==> config.mk <==
export PLATFORM = sky130hd
export DESIGN_NAME = linebuffer_scanout
export DESIGN_NICKNAME = d
export VERILOG_FILES = /design/src/rtl/linebuffer_scanout.sv
export SDC_FILE = /design/constraint.sdc
export NUM_CORES = 1
export LEC_CHECK = 0
export CAP_MARGIN = 20
export CORE_AREA = 2 2 129 131
export CTS_BUF_LIST = sky130_fd_sc_hd__clkbuf_16
export DETAILED_ROUTE_END_ITERATION = 6
export DIE_AREA = 0 0 131 133
export GPL_TIMING_DRIVEN = 0
export PLACE_DENSITY_LB_ADDON = 0.3
export SLEW_MARGIN = 20
export SYNTH_ARGS = -nofsm -noshare
export SYNTH_HDL_FRONTEND = slang
export SYNTH_SLANG_ARGS = --single-unit
==> constraint.sdc <==
create_clock -name clk -period 3 [get_ports clk]
set_input_delay 0.6 -clock clk [delete_from_list [all_inputs] [get_ports clk]]
set_output_delay 0.6 -clock clk [all_outputs]
set_load 0.01 [all_outputs]
==> src/rtl/linebuffer_scanout.sv <==
// linebuffer_scanout: display-side reader for the ping-pong line buffer.
// Flips buffer roles on each line_start, streams one line of pixels through a
// 2-entry skid buffer under valid/ready, and clears consumed tiles behind itself.
// Optional feature macro: SCANOUT_CLEAR_EN (clear-behind tile writes).
module linebuffer_scanout #(
  parameter int unsigned LINE_PIXELS = 640,
  parameter logic [15:0] BG_COLOR    = 16'h0000
) (
  input  logic         clk,
  input  logic         reset_n,
  input  logic         line_start,
  output logic         switch,
  output logic [9:0]   addr_pixel_disp,
  input  logic [15:0]  q_pixel_disp,
  output logic         wren_pixel_disp,
  output logic [15:0]  data_pixel_disp,
  output logic [5:0]   addr_tile_disp,
  output logic [255:0] data_tile_disp,
  output logic         wren_tile_disp,
  output logic         pix_valid,
  input  logic         pix_ready,
  output logic [15:0]  pix_data,
  output logic         pix_last,
  output logic         busy,
  output logic         late
);

  localparam int unsigned AW = 10;
  localparam int unsigned PW = 16;
  localparam logic [AW-1:0] LAST_ADDR = AW'(LINE_PIXELS - 1);

  typedef enum logic [1:0] {IDLE, SWAP, STREAM, DRAIN} state_t;

  state_t          state_q, state_d;
  logic            switch_q, switch_d;
  logic [AW-1:0]   addr_q, addr_d;
  logic            rd_pend_q, rd_pend_d;
  logic [AW-1:0]   pend_addr_q, pend_addr_d;
  logic            v0_q, v0_d, v1_q, v1_d;
  logic [PW-1:0]   d0_q, d0_d, d1_q, d1_d;
  logic            l0_q, l0_d, l1_q, l1_d;
  logic            busy_q, busy_d;
  logic            late_q, late_d;

  logic            pop;
  logic            push;
  logic            ret_last;
  logic [1:0]      credit;
  logic            issue_ok;
  logic            drain_done;

  assign pop      = v0_q & pix_ready;
  assign push     = rd_pend_q;
  assign ret_last = (pend_addr_q == LAST_ADDR);
  // Skid occupancy after this cycle's pop plus the read still in flight.
  assign credit   = 2'(v0_q) + 2'(v1_q) + 2'(rd_pend_q) - 2'(pop);
  assign issue_ok = (credit < 2'd2);
  // No read in flight means the last tile clear was already registered on its return.
  assign drain_done = !rd_pend_q && !v1_q && (!v0_q || pop);

  // Next-state, read issue and skid buffer update.
  always_comb begin
    state_d     = state_q;
    switch_d    = switch_q;
    addr_d      = addr_q;
    rd_pend_d   = 1'b0;
    pend_addr_d = pend_addr_q;
    v0_d        = v0_q;
    v1_d        = v1_q;
    d0_d        = d0_q;
    d1_d        = d1_q;
    l0_d        = l0_q;
    l1_d        = l1_q;
    late_d      = 1'b0;

    unique case ({push, pop})
      2'b11: begin
        if (v1_q) begin
          d0_d = d1_q;
          l0_d = l1_q;
          d1_d = q_pixel_disp;
          l1_d = ret_last;
        end else begin
          d0_d = q_pixel_disp;
          l0_d = ret_last;
        end
      end
      2'b01: begin
        d0_d = d1_q;
        l0_d = l1_q;
        v0_d = v1_q;
        v1_d = 1'b0;
      end
      2'b10: begin
        if (!v0_q) begin
          d0_d = q_pixel_disp;
          l0_d = ret_last;
          v0_d = 1'b1;
        end else begin
          d1_d = q_pixel_disp;
          l1_d = ret_last;
          v1_d = 1'b1;
        end
      end
      default: ;
    endcase

    unique case (state_q)
      IDLE:   ;
      SWAP:   state_d = STREAM;
      STREAM: begin
        if (issue_ok) begin
          rd_pend_d   = 1'b1;
          pend_addr_d = addr_q;
          if (addr_q == LAST_ADDR) begin
            state_d = DRAIN;
          end else begin
            addr_d = addr_q + AW'(1);
          end
        end
      end
      DRAIN:  if (drain_done) state_d = IDLE;
      default: state_d = IDLE;
    endcase

    // A line start always restarts; mid-line it aborts and drops returns.
    if (line_start) begin
      switch_d  = ~switch_q;
      addr_d    = '0;
      rd_pend_d = 1'b0;
      v0_d      = 1'b0;
      v1_d      = 1'b0;
      state_d   = SWAP;
      late_d    = (state_q != IDLE) && !((state_q == DRAIN) && drain_done);
    end

    busy_d = (state_d != IDLE);
  end

  // State and output registers.
  always_ff @(posedge clk or negedge reset_n) begin
    if (!reset_n) begin
      state_q     <= IDLE;
      switch_q    <= 1'b0;
      addr_q      <= '0;
      rd_pend_q   <= 1'b0;
      pend_addr_q <= '0;
      v0_q        <= 1'b0;
      v1_q        <= 1'b0;
      d0_q        <= '0;
      d1_q        <= '0;
      l0_q        <= 1'b0;
      l1_q        <= 1'b0;
      busy_q      <= 1'b0;
      late_q      <= 1'b0;
    end else begin
      state_q     <= state_d;
      switch_q    <= switch_d;
      addr_q      <= addr_d;
      rd_pend_q   <= rd_pend_d;
      pend_addr_q <= pend_addr_d;
      v0_q        <= v0_d;
      v1_q        <= v1_d;
      d0_q        <= d0_d;
      d1_q        <= d1_d;
      l0_q        <= l0_d;
      l1_q        <= l1_d;
      busy_q      <= busy_d;
      late_q      <= late_d;
    end
  end

`ifdef SCANOUT_CLEAR_EN
  logic       tile_wren_q;
  logic [5:0] tile_addr_q;
  logic       tile_done;

  assign tile_done = rd_pend_q && !line_start && (pend_addr_q[3:0] == 4'hF);

  // Clear a tile the cycle after its sixteenth pixel returns.
  always_ff @(posedge clk or negedge reset_n) begin
    if (!reset_n) begin
      tile_wren_q <= 1'b0;
      tile_addr_q <= '0;
    end else begin
      tile_wren_q <= tile_done;
      if (tile_done) tile_addr_q <= pend_addr_q[AW-1:4];
    end
  end

  assign wren_tile_disp = tile_wren_q;
  assign addr_tile_disp = tile_addr_q;
`else
  assign wren_tile_disp = 1'b0;
  assign addr_tile_disp = '0;
`endif

  assign switch          = switch_q;
  assign addr_pixel_disp = addr_q;
  assign wren_pixel_disp = 1'b0;
  assign data_pixel_disp = BG_COLOR;
  assign data_tile_disp  = {16{BG_COLOR}};
  assign pix_valid       = v0_q;
  assign pix_data        = d0_q;
  assign pix_last        = l0_q;
  assign busy            = busy_q;
  assign late            = late_q;

endmodule

Word level (Yosys, flattened, before mapping)
Cells that the tools add are included.
- bits in registers: 62
- bits of input ports: 20
- output and inout bits: 311
- add/sub/neg operators: 4
- $lt $le $gt $ge: 1
- eq/ne operators: 13
- muxes and demuxes: 30
- bitwise operators: 2
- reduce and logical (&&, ||, !) cells: 21
- operators with widths (cell ; number):
    $mux W16 ; 4
    $pmux W16 S3 ; 1
    $mux W10 ; 4
    $pmux W16 S2 ; 1
    $eq A10 B10 Y1 const B ; 2
    $mux W1 ; 11
    $add A10 B1 Y10 const B ; 1
    $reduce_bool A2 Y1 ; 5
    $eq A2 B2 Y1 const B ; 4
    $mux W2 ; 4
    $ne A2 B2 Y1 const B ; 4
    $pmux W1 S2 ; 3
    $pmux W2 S3 ; 1
    $reduce_and A2 Y1 ; 3
    $reduce_and A3 Y1 ; 2
    $reduce_bool A3 Y1 ; 2
    $eq A2 B1 Y1 const B ; 2
    $logic_and A1 B1 Y1 ; 4
    $logic_not A1 Y1 ; 4
    $ne A3 B3 Y1 const B ; 1
    $pmux W1 S3 ; 1
    $add A1 B1 Y2 ; 1
    $add A2 B1 Y2 ; 1
    $lt A2 B2 Y1 const B ; 1
    4 further kinds ; 4

Depth between registers and ports, before layout
- word-level depth: 8
- gate-level depth with buffers: 12
- depth with buffers taken out: 9

Least setup slack after synthesis
OpenSTA, ideal clock, no wires.
- path kind: in2reg
- from: in pix_ready
- to: reg addr_q[6] (netlist: addr_pixel_disp[6])
- library setup time: 0.125 ns
- data arrival time: 2.344 ns
- required time: 2.875 ns
- setup slack: 0.530 ns
- cell stages on the path: 10
- path through: nand2_1 > inv_1 > ha_1 > inv_1 > ha_1 > a21oi_4 > mux2i_2 > buf_6 > nor3_2 > mux2_4
- cells in the longest elaborated chain, start to end: 5
- ends and longest elaborated chain (element ; line ; source):
    start: declaration ; 21 ; input logic pix_ready,
    $and A1 B1 Y1 ; 52 ; assign pop = v0_q & pix_ready;
    $sub A2 B1 Y2 ; 56 ; assign credit = 2'(v0_q) + 2'(v1_q) + 2'(rd_pend_q) - 2'(pop);
    $lt A2 B2 Y1 ; 57 ; assign issue_ok = (credit < 2'd2);
    $reduce_bool A2 Y1 (no line) ; - ;
    $reduce_and A3 Y1 (no line) ; - ;
    end signal: assignment ; 159 ; addr_q <= addr_d;
    end: declaration ; 36 ; logic [AW-1:0] addr_q, addr_d;
No other way between the ends.
A chain may end at the register's enable or synchronous reset.

Worst setup path after layout
Ends and elaborated chain as after synthesis.

==> results.toml <==
[outcome]
status = "complete, no violations"

[placed_design]
place_ws_ns = -0.212
portBuffers = 50
hpwl_mm = 8.87
place_area_sq_mm = 0.00712
place_congestion = 0.736
place_inst = 1123

[timing]
tns_ns = 0
post-route-period-util_pct = 93.2
fmax_ghz = 0.358
setup_ws_ns = 0.204
finalSetupViolations = 0
slew_headroom_pct = 56.9
rsz0062_at_grt = "no"
min_period_ns = 2.80
slew_violations = 0
fin_skew_ns = 0.00488
hold_viol_final = 0
tightest_slew_ns = 0.647

[floorplan]
die_width_um = 131
fp.coreArea_sq_mm = 0.0162
die_area_sq_mm = 0.0174
fp-row-count = 47
die_h_um = 133
ioPinCount = 331
initial_core_util_pct = 32.6

[route]
ant_nets = 0
routed_wl_mm = 11.0
routedWlPerCell_um = 9.64
drc = 0
drt_iter0_drc = 152
vias = 3941
avgViaCountPerCell = 3.46
drt-pass1-iter-count = 4

[synth]
postSynthAreaPerCell_sq_um = 9.21
synth_enable_flop_cells = 0
netlist_area_sq_mm = 0.00528
synth-seq-cells = 62
syn_inst = 573
synth_ff_type = "dfrtp_1"
ys_types = 43
synthTopCellsByArea = "buf_4, dfrtp_1, mux2_2, mux2i_1, a211oi_1"
yosys_warnings = 0
synth_seq_area_share_pct = 29.4
synth_async_sr_flop_share_pct = 100
synth_top_area_share_pct = 39.8
synth_top_cell_by_area = "buf_4"

[final_layout]
syn_to_final_growth_pct = 40.1
stdcell_count = 1139
final_cell_area_sq_mm = 0.00739
fillers = 1574
drive_gt1_share_pct = 36.6
final_nets = 940
layout_common_cells = "buf_4, conb_1, dfrtp_1"
multi_input_area_sq_mm = 0.00253
regArea_sq_mm = 0.00155
layout_commonest_cell = "buf_4"
final_util_pct = 45.7
num_antenna_cells = 0

[critical_path]
required_ns = 3.21
crit_family = "buffers and inverters"
cp-start-kind = "primary input"
critPathBufInv = 4
max_stage_delay_ns = 0.54
crit_type = "primary input to flop"
path_cells = "clkdlybuf4s50_1, nand2_1, inv_1, ha_1, inv_1, ha_1, a21oi_4, mux2i_4, buf_6, nor3_2, mux2_4"
slowest_stage = "clkdlybuf4s50_1"
crit_arrival_ns = 3.00
crit_path_end_kind = "flop"
cp_max_fo = 10
rrSetupSlack_ns = 0.30

[hold_path]
min_path_type = "primary input to asynchronous set/reset pin"

[clock_tree]
cts_buffers = 9
htreeDepth = 3
postCtsSetupBuffers = 0
cts.root.buffer_cell = "clkbuf_16"
cts_tree = "built"
numClockSinks = 62
clockBufferDepth = 2
clk_latency_ns = 0.33
clkTransAtPathRegs_ns = 0.05

[power]
pwr-share-clk_pct = 30.9
netSwitchingFraction_pct = 30.1
intPower_mw = 2.08
p_leak_nw = 4.22
p_per_area_mw_per_mm2 = 403
ir_drop_mv = 0.238
comb_power_share_pct = 32.3
power_frac_seq_pct = 36.8
p_switching_uw = 898

[grt]
grt_pass1_wl_mm = 16.5
grt_max_degree = 35
grt_pass1_vias = 3340
grt_overflow_total = 0
antenna_found_initial = 0
track_usage_pct = 11.8

[flow_run]
cap_violations = 0
-- synth_stat cells, types with 2 or more instances --
master    count
a21oi_1       8
o21ai_0       6
ha_1          6
buf_4       280
a211oi_1     20
nor4_1        3
mux2_2       22
nor2b_1       4
nand4_1       2
inv_1        10
nand3_1       2
and2_1        2
buf_2         4
dfrtp_1      62
a221oi_1     16
nor2_1       11
a21o_1       16
mux2i_1      16
clkbuf_1     13
o31ai_1       3
or4_1         3
buf_6         4
nand2_1      40
-- sequential cells by signal, summed over array words and instances, names as in the netlist --
register and flops:
d1_q 16, pix_data 16, addr_pixel_disp 10, pend_addr_q 10, state_q 2, busy 1, l1_q 1, late 1
pix_last 1, pix_valid 1, push 1, switch 1, v1_q 1
-- logic make-up after synthesis --
logic type	synth area share, %
XOR/XNOR	0.166
AND/OR/NAND/NOR	7.61
buffers and inverters	42.7
AO/OA/AOI/OAI	10.3
flip-flops	29.4
other	0.0711
adder cells (fa/ha/maj)	1.42
multiplexers	8.28
-- power groups by stage --
stage	Sequential (mW)	Combinational (mW)	Clock, mW
6_report	1.10	0.963	0.922
5_1_grt	1.12	1.05	0.986
4_1_cts	1.10	0.955	0.946
3_5_place_dp	1.11	0.952	0
3_3_place_gp	1.10	0.946	0
2_1_floorplan	1.13	0.627	0
-- through the flow --
| stage | hold slack (ns) | total power [mW] |
|---|---|---|
| CTS | 0.214 | 3.00 |
| detailed placement | 0.461 | 2.06 |
| global route | 0.238 | 3.16 |
| global placement | 0.455 | 2.05 |
| floorplan | 0.304 | 1.76 |
| finish | 0.207 | 2.98 |
-- layout make-up --
cell class                 instances  area share, %
multi-input combinational        479           34.2
clock buffer                       9           3.05
inverter                          10          0.508
timing repair buffer              51           7.01
buffer                           301           30.0
sequential                        62           21.0
clock inverter                     7          0.559
tap                              220           3.72
-- layer usage --
layer | part of all wire (%) | global-route usage (%) | routed length [um] | up-vias
li1 | - | - | - | 2037
met4 | 1.2 | 4.61 | 137 | 0
met5 | 0 | 0 | 0 | -
met3 | 11 | 2.75 | 1180 | 9
met1 | 38 | 13.5 | 4220 | 1691
met2 | 50 | 21.1 | 5440 | 204
-- repair_timing --
item	in CTS	in global routing
endpoints found under the setup margin	0	11
hold buffers	0	0
gates resized for setup	0	1
-- path summary, 6_finish.rpt --
path | start | endpoint | cells after the start
setup reg to reg | v1_q | addr_pixel_disp[6] | 10
setup / recovery | pix_ready | addr_pixel_disp[6] | 11
hold / removal | reset_n | addr_pixel_disp[4] | 1
hold reg to reg | switch | switch | 1
min in group clk | switch | switch | 1
max in group asynchronous | reset_n | d1_q[10] | 2
Power figures use the tool's default switching activity.
